===== config.mk =====
export PLATFORM = sky130hd
export DESIGN_NAME = dsp_pipe_delay
export DESIGN_NICKNAME = d
export VERILOG_FILES = /design/src/rtl/dsp_pipe_delay.sv
export SDC_FILE = /design/constraint.sdc
export NUM_CORES = 1
export LEC_CHECK = 0
export ABC_AREA = 0
export CAP_MARGIN = 20
export CORE_AREA = 2 2 133 135
export CTS_BUF_LIST = sky130_fd_sc_hd__clkbuf_4 sky130_fd_sc_hd__clkbuf_8
export DETAILED_ROUTE_END_ITERATION = 8
export DIE_AREA = 0 0 135 137
export PLACE_DENSITY_LB_ADDON = 0.3
export RECOVER_POWER = 50
export SLEW_MARGIN = 5
export SYNTH_ARGS = -nofsm -noshare
export SYNTH_HDL_FRONTEND = slang
export SYNTH_SLANG_ARGS = --single-unit
export TNS_END_PERCENT = 100

===== constraint.sdc =====
create_clock -name clk -period 17.2 [get_ports clk]
set_clock_uncertainty 0.2 [all_clocks]
set_input_delay 4.3 -clock clk [delete_from_list [all_inputs] [get_ports clk]]
set_output_delay 4.3 -clock clk [all_outputs]
set_load 0.005 [all_outputs]

===== src/rtl/dsp_pipe_delay.sv =====
// Multi-channel input pipeline with run-time selectable latency (0..DEPTH),
// per-stage valid tracking, clock-enable stall, flush and fill-based primed status.
module dsp_pipe_delay #(
   parameter int WIDTH    = 18,
   parameter int DEPTH    = 4,
   parameter int CHANNELS = 2,
   parameter int LAT_W    = 3
) (
   input  logic                      clk,
   input  logic                      rst,
   input  logic                      ce,
   input  logic                      flush,
   input  logic [LAT_W-1:0]          lat,
   input  logic                      in_valid,
   input  logic [CHANNELS*WIDTH-1:0] din,
   output logic [CHANNELS*WIDTH-1:0] dout,
   output logic                      out_valid,
   output logic                      primed,
   output logic                      lat_err
);

   localparam int               DW      = CHANNELS * WIDTH;
   localparam logic [LAT_W-1:0] DEPTH_L = LAT_W'(DEPTH);

   logic [DW-1:0]    s [1:DEPTH];
   logic [DEPTH:1]   v;
   logic [LAT_W-1:0] cnt;
   logic [LAT_W-1:0] lat_q;
   logic [LAT_W-1:0] lat_eff;

   always_comb begin
      lat_err = (lat > DEPTH_L);
      lat_eff = lat_err ? DEPTH_L : lat;
   end

   always_ff @(posedge clk or posedge rst) begin
      if (rst) begin
         for (int unsigned k = 1; k <= DEPTH; k++) s[k] <= '0;
         v <= '0;
      end else if (flush) begin
         for (int unsigned k = 1; k <= DEPTH; k++) s[k] <= '0;
         v <= '0;
      end else if (ce) begin
         s[1] <= din;
         v[1] <= in_valid;
         for (int unsigned k = 2; k <= DEPTH; k++) begin
            s[k] <= s[k-1];
            v[k] <= v[k-1];
         end
      end
   end

   // A latency change restarts the fill count but leaves stage contents intact.
   always_ff @(posedge clk or posedge rst) begin
      if (rst) begin
         cnt   <= '0;
         lat_q <= '0;
      end else begin
         lat_q <= lat_eff;
         if (flush || (lat_eff != lat_q))
            cnt <= '0;
         else if (ce && (cnt != DEPTH_L))
            cnt <= cnt + LAT_W'(1);
      end
   end

   always_comb begin
      dout      = din;
      out_valid = in_valid;
      for (int unsigned k = 1; k <= DEPTH; k++) begin
         if (lat_eff == LAT_W'(k)) begin
            dout      = s[k];
            out_valid = v[k];
         end
      end
   end

   assign primed = (cnt >= lat_eff) && (lat_eff == lat_q);

endmodule


==> results of run 1 <==
## area by class of cell
| class | count | area (µm²) |
|---|---|---|
| clock inverter | 6 | 155 |
| tap | 225 | 282 |
| inverter | 5 | 20.0 |
| multi-input combinational | 510 | 3400 |
| sequential | 154 | 3850 |
| timing repair buffer | 91 | 876 |
| clock buffer | 26 | 339 |
| fill | 1535 | 8130 |
## worst max-delay path: cells and delay by family
family                 cells  cell delay [ns]
AOI/OAI and AO/OA          3             0.60
and+or+nand+nor            1             0.67
buffers and inverters      3             2.59
## metal layers
metal | track usage (%) | wire length [µm]
met5 | 0 | 0
met3 | 4.41 | 797
met2 | 31.1 | 8380
met4 | 6.48 | 197
met1 | 28.1 | 8270
## layout by cell type, fill, tap and decap left out, types with 2 or more instances in the layout
cell type and n:
nor2_1 156, dfrtp_1 154, mux2i_1 148, clkdlybuf4s50_1 76, o21ai_0 61, nand2_1 44
clkbuf_8 23, mux2_2 21, o22ai_1 21, o22a_1 14, o31ai_1 14, o21ai_1 9
buf_4 7, ha_1 5, bufinv_16 5, inv_1 4, clkbuf_1 4, xnor2_1 3
clkbuf_4 3, mux4_1 2, nand2b_1 2, a21oi_1 2, buf_2 2
## sequential cells by signal, indices dropped and copies added (netlist names)
name / count
cnt: 3
s: 144
lat_q: 3
v: 4
## cells by family (layout without fill, tap and decap cells)
family | count (synthesis) | after routing
muxes | 171 | 171
xor gates and xnor gates | 4 | 4
and+or+nand+nor | 206 | 206
AOI/OAI and AO/OA | 124 | 124
adders and majority gates | 5 | 5
DFF | 154 | 154
buffers and inverters | 65 | 128
## metrics by stage
| stage | util (%) | power [mW] | setup slack, ns | std cells | hold slack, ns |
|---|---|---|---|---|---|
| after global routing | 52.3 | 0.856 | 4.34 | 1017 | 0.353 |
| after CTS | 52.4 | 0.824 | 5.49 | 1016 | 0.331 |
| after detailed placement | 49.5 | 0.490 | 5.49 | 984 | 0.311 |
| final | 52.3 | 0.820 | 4.52 | 1017 | 0.327 |
| after global placement | 49.4 | 0.486 | 5.44 | 983 | 0.301 |
| after floorplan | - | 0.448 | 6.85 | 729 | 0.286 |
## power groups by stage
stage / combinational (mW) / clock, mW / sequential [mW]
floorplan: 0.0639 / 0 / 0.385
global placement: 0.100 / 0 / 0.386
detailed placement: 0.104 / 0 / 0.387
CTS: 0.104 / 0.340 / 0.380
global route: 0.118 / 0.357 / 0.381
finish: 0.107 / 0.333 / 0.380
## final timing paths
kind / from / endpoint / slack, ns / depth (start not counted)
max: lat[2] / dout[2] / 4.52 / 7
min: s[30]$_DFFE_PP0P_ / s[30]$_DFFE_PP0P_ / 0.33 / 2
max reg2reg: cnt[0]$_DFFE_PP0P_ / cnt[2]$_DFFE_PP0P_ / 15.39 / 6
min reg2reg: s[30]$_DFFE_PP0P_ / s[30]$_DFFE_PP0P_ / 0.33 / 2
max in group asynchronous: rst / s[135]$_DFFE_PP0P_ / 6.75 / 4
min in group asynchronous: rst / s[29]$_DFFE_PP0P_ / 5.06 / 2
==> results.toml, run 1 <==
[global_route]
grt-ovfl-total = 0
grt_start_max_net_pins = 106
grt_pass1_vias = 5598
grtUsageTotal_pct = 20.0
grt_antenna_before_repair = 0
grt_pass1_wl_um = 29100

[synth]
synthArstFlopShare_pct = 100
ys_types = 28
yosys.cell_count.top_type = "nor2_1"
mappedNetlistNets = 778
synth_compound_area_share_pct = 9.82
synth_edf_count = 0
synth_common_cells = "nor2_1 (156), dfrtp_1 (154), mux2i_1 (148)"
synth-seq-cells = 154
synth_top_area_share_pct = 51.1
netlist_area_um2 = 7540
ys_seq_area_share_pct = 51.1
ys_top_cells_by_area = "dfrtp_1 (51%), mux2i_1 (20%), nor2_1 (7.8%), o21ai_0 (4.0%), mux2_2 (3.1%)"
synth_largest_area_cell = "dfrtp_1"
synth-main-ff-cell = "dfrtp_1"
syn_area_per_cell_um2 = 10.3
synth_mux_area_share_pct = 23.5
synthXorXnorAreaFrac_pct = 0.464
synth_top_family_by_area = "multiplexers"
synthSimpleGateAreaFrac_pct = 10.5
ys_warn_count = 0
synthCells = 729
yosys.area_share.adder_pct = 0.829

[sta]
fmax_ghz = 0.0789
timing.final.crit_share_pct = 73.7
slew_headroom_pct = -306
tns_ns = 0
rsz0062_at_grt = "false"
setup_viol = 0
hold_viol_final = 0
worst_slew_pin_slew_ns = 6.09
min_period_ns = 12.68
drv_slew = 278

[placement]
port_buffers = 82
place_area_um2 = 8450
detailed_place_hpwl_um = 10400
gp_congestion = 0.776

[floorplanning]
core_um2 = 17100
design.die.area_um2 = 18500
io_pins = 83
die_w_um = 135
start_util_pct = 44.2
rows = 48
die_y_um = 137

[clocking]
clock_tree.root_cell = "clkbuf_8"
postCtsSetupBuffers = 0
clk_pin_slew_ns = 0.08
clk_latency_ns = 0.46
htreeDepth = 4
postCtsResizedCells = 0
holdBufCountCts = 0
cts_tree = "yes"
cts.path.max_buffers = 2
cts_buffers = 17
clock-sinks = 154

[final_layout]
diodes = 0
fin_area_um2 = 8930
fin_nets = 828
drive_gt1_share_pct = 8.21
area_growth_pct = 18.4

[setup_path]
slowest_stage = "clkbuf_1"
cp.arrival_ns = 8.18
path_max_fanout = 43
crit_required_ns = 12.70
path_class = "input port to output port"
max_stage_delay_ns = 1.58
cp-start-kind = "input port"
worst_setup_path_end_kind = "output port"
path_cells = "clkbuf_1, or3b_1, buf_4, o22a_1, o31ai_1, o21ai_0, clkdlybuf4s50_1"

[power_and_ir_drop]
power_switching_mw = 0.193
p_seq_share_pct = 46.4
clkPwrFrac_pct = 40.6
p_per_area_nw_per_um2 = 91.8
pwr-share-comb_pct = 13.0
ir_drop_v = 0.0000620
power_leakage_nw = 4.25
power.internal_mw = 0.627
swShare_pct = 23.6

[flow_run]
maxCapViolCount = 4

[route]
dr.pass1.iters = 5
drtAntennaViolNets = 0
drc_errors = 0
routed_via_density = 5.46
drtIter0Drc = 520
wl_per_cell_um = 17.3
wl_um = 17600
via_count = 5555

[outcome]
outcome = "complete, but fails checks"
violations = "max-capacitance violations, max-slew violations"

[worst_hold_path]
hold_path_class = "flip-flop to flip-flop"
(Power assumes the default switching activity.)
==> inputs of run 2 (changes only) <==
- clock period: 17.2 -> 13 ns (I/O delays scaled with it)
==> results.toml, run 2 (synthesis gave the netlist of run 1 again) <==
[final_layout]
fin_nets = 828
drive_gt1_share_pct = 8.33
seq_area_um2 = 3850
fill_cells = 1583
final_cell_mix = "nor2_1 (156), dfrtp_1 (154), mux2i_1 (148), clkdlybuf4s50_1 (76), o21ai_0 (61)"
regMostFlops = "s"
layoutNonFillerInstCount = 1017
largest_reg_flops = 144
fin_area_um2 = 8880
area_growth_pct = 17.8
diodes = 0
multi_input_area_um2 = 3400
final_common_cell = "nor2_1"
final_core_util_pct = 52.1
largestRegisters = "s (144), v (4)"

[route]
wl_um = 17700
drtIter0Drc = 375
dr.pass1.iters = 5
via_count = 5600
wl_per_cell_um = 17.4
routed_via_density = 5.51
drtAntennaViolNets = 0
drc_errors = 0

[outcome]
outcome = "complete, but fails checks"
violations = "max-capacitance violations, max-slew violations"

[power_and_ir_drop]
ir_drop_v = 0.0000744
power_leakage_nw = 4.22
pwr-share-comb_pct = 13.8
clkPwrFrac_pct = 37.7
power_switching_mw = 0.261
p_seq_share_pct = 48.5
power.internal_mw = 0.775
p_per_area_nw_per_um2 = 117
swShare_pct = 25.2

[floorplanning]
core_um2 = 17100
die_w_um = 135
start_util_pct = 44.2
rows = 48
design.die.area_um2 = 18500
io_pins = 83
die_y_um = 137

[sta]
tns_ns = 0
min_period_ns = 10.49
hold_slack_ns = 0.322
fmax_ghz = 0.0953
drv_slew = 241
hold_viol_final = 0
worst_slew_pin_slew_ns = 6.26
slew_headroom_pct = -317
setup_viol = 0
timing.final.crit_share_pct = 80.7
rsz0062_at_grt = "false"

[clocking]
postCtsResizedCells = 0
clk_latency_ns = 0.45
clk_pin_slew_ns = 0.07
cts_tree = "yes"
postCtsSetupBuffers = 0
clock_tree.root_cell = "clkbuf_8"
cts.path.max_buffers = 2
holdBufCountCts = 0
cts_buffers = 17
htreeDepth = 4
clock-sinks = 154

[global_route]
grt-ovfl-total = 0
grt_pass1_vias = 5678
grt_start_max_net_pins = 106
grt_antenna_before_repair = 0
grtUsageTotal_pct = 20.0
grt_pass1_wl_um = 29100

[setup_path]
cp.arrival_ns = 7.04
path_class = "input port to output port"
path_cells = "clkbuf_1, or3b_1, buf_4, o22a_1, o31ai_1, o21ai_0, clkdlybuf4s50_1"
slowest_stage = "clkbuf_1"
crit_required_ns = 9.55
path_max_fanout = 43
max_stage_delay_ns = 1.47
cp-start-kind = "input port"
worst_setup_path_end_kind = "output port"

[placement]
dp_cells = 984
gp_congestion = 0.772
place_area_um2 = 8450
detailed_place_hpwl_um = 10600
port_buffers = 82

[flow_run]
maxCapViolCount = 4

[worst_hold_path]
hold_path_class = "flip-flop to flip-flop"
==> run 2: cell count changes in the layout (fill, tap and decap cells not counted) <==
cell        previous run  this run
bufinv_16              5         4
clkinv_4               0         1
clkbuf_8              23        17
clkinvlp_4             0         3
clkinv_2               1         5
clkbuf_1               4         3
buf_16                 1         2
clkbuf_4               3         2
==> run 2: layer usage <==
layer / part of all wire [%] / track usage [%] / up-vias / wire length [µm]
met5: 0 / 0 / - / 0
met4: 1.1 / 4.92 / 0 / 195
met3: 4.1 / 4.70 / 18 / 730
met2: 49 / 32.3 / 114 / 8640
met1: 46 / 27.3 / 2847 / 8120
li1: - / - / 2621 / -
==> run 2: final timing paths <==
path / slack, ns / cells after the start / startpoint / end
max: 2.51 / 7 / lat[2] / dout[2]
min: 0.32 / 2 / s[1]$_DFFE_PP0P_ / s[1]$_DFFE_PP0P_
max reg2reg: 11.18 / 6 / cnt[0]$_DFFE_PP0P_ / cnt[2]$_DFFE_PP0P_
min reg2reg: 0.32 / 2 / s[1]$_DFFE_PP0P_ / s[1]$_DFFE_PP0P_
max in group asynchronous: 5.98 / 3 / rst / s[8]$_DFFE_PP0P_
min in group asynchronous: 3.99 / 2 / rst / s[137]$_DFFE_PP0P_
==> run 2: metrics by stage <==
stage / power [mW] / setup WS [ns]
after global routing: 1.08 / 2.31
final: 1.04 / 2.51
after floorplan: 0.593 / 4.75
after global placement: 0.644 / 3.33
after CTS: 1.04 / 3.31
after detailed placement: 0.649 / 3.32
==> run 2: layout make-up <==
type	count	share of cell area [%]
clock inverters	13	1.99
clock buffers	19	2.80
repair buffers	91	10.1
well taps	225	3.17
inverters	5	0.225
flip-flops and latches	154	43.4
multi-input cells	510	38.3
==> run 2: worst max-delay path: cells and delay by family <==
kind / cells / cell delay [ns]
buf+inv: 3 / 2.49
compound gates: 3 / 0.60
simple gates: 1 / 0.68
==> run 2: power groups by stage <==
stage,registers [mW],clock network (mW),logic [mW]
2_1_floorplan,0.509,0,0.0846
3_5_place_dp,0.512,0,0.137
5_1_grt,0.505,0.423,0.156
3_3_place_gp,0.511,0,0.133
6_report,0.503,0.391,0.143
4_1_cts,0.503,0.401,0.138
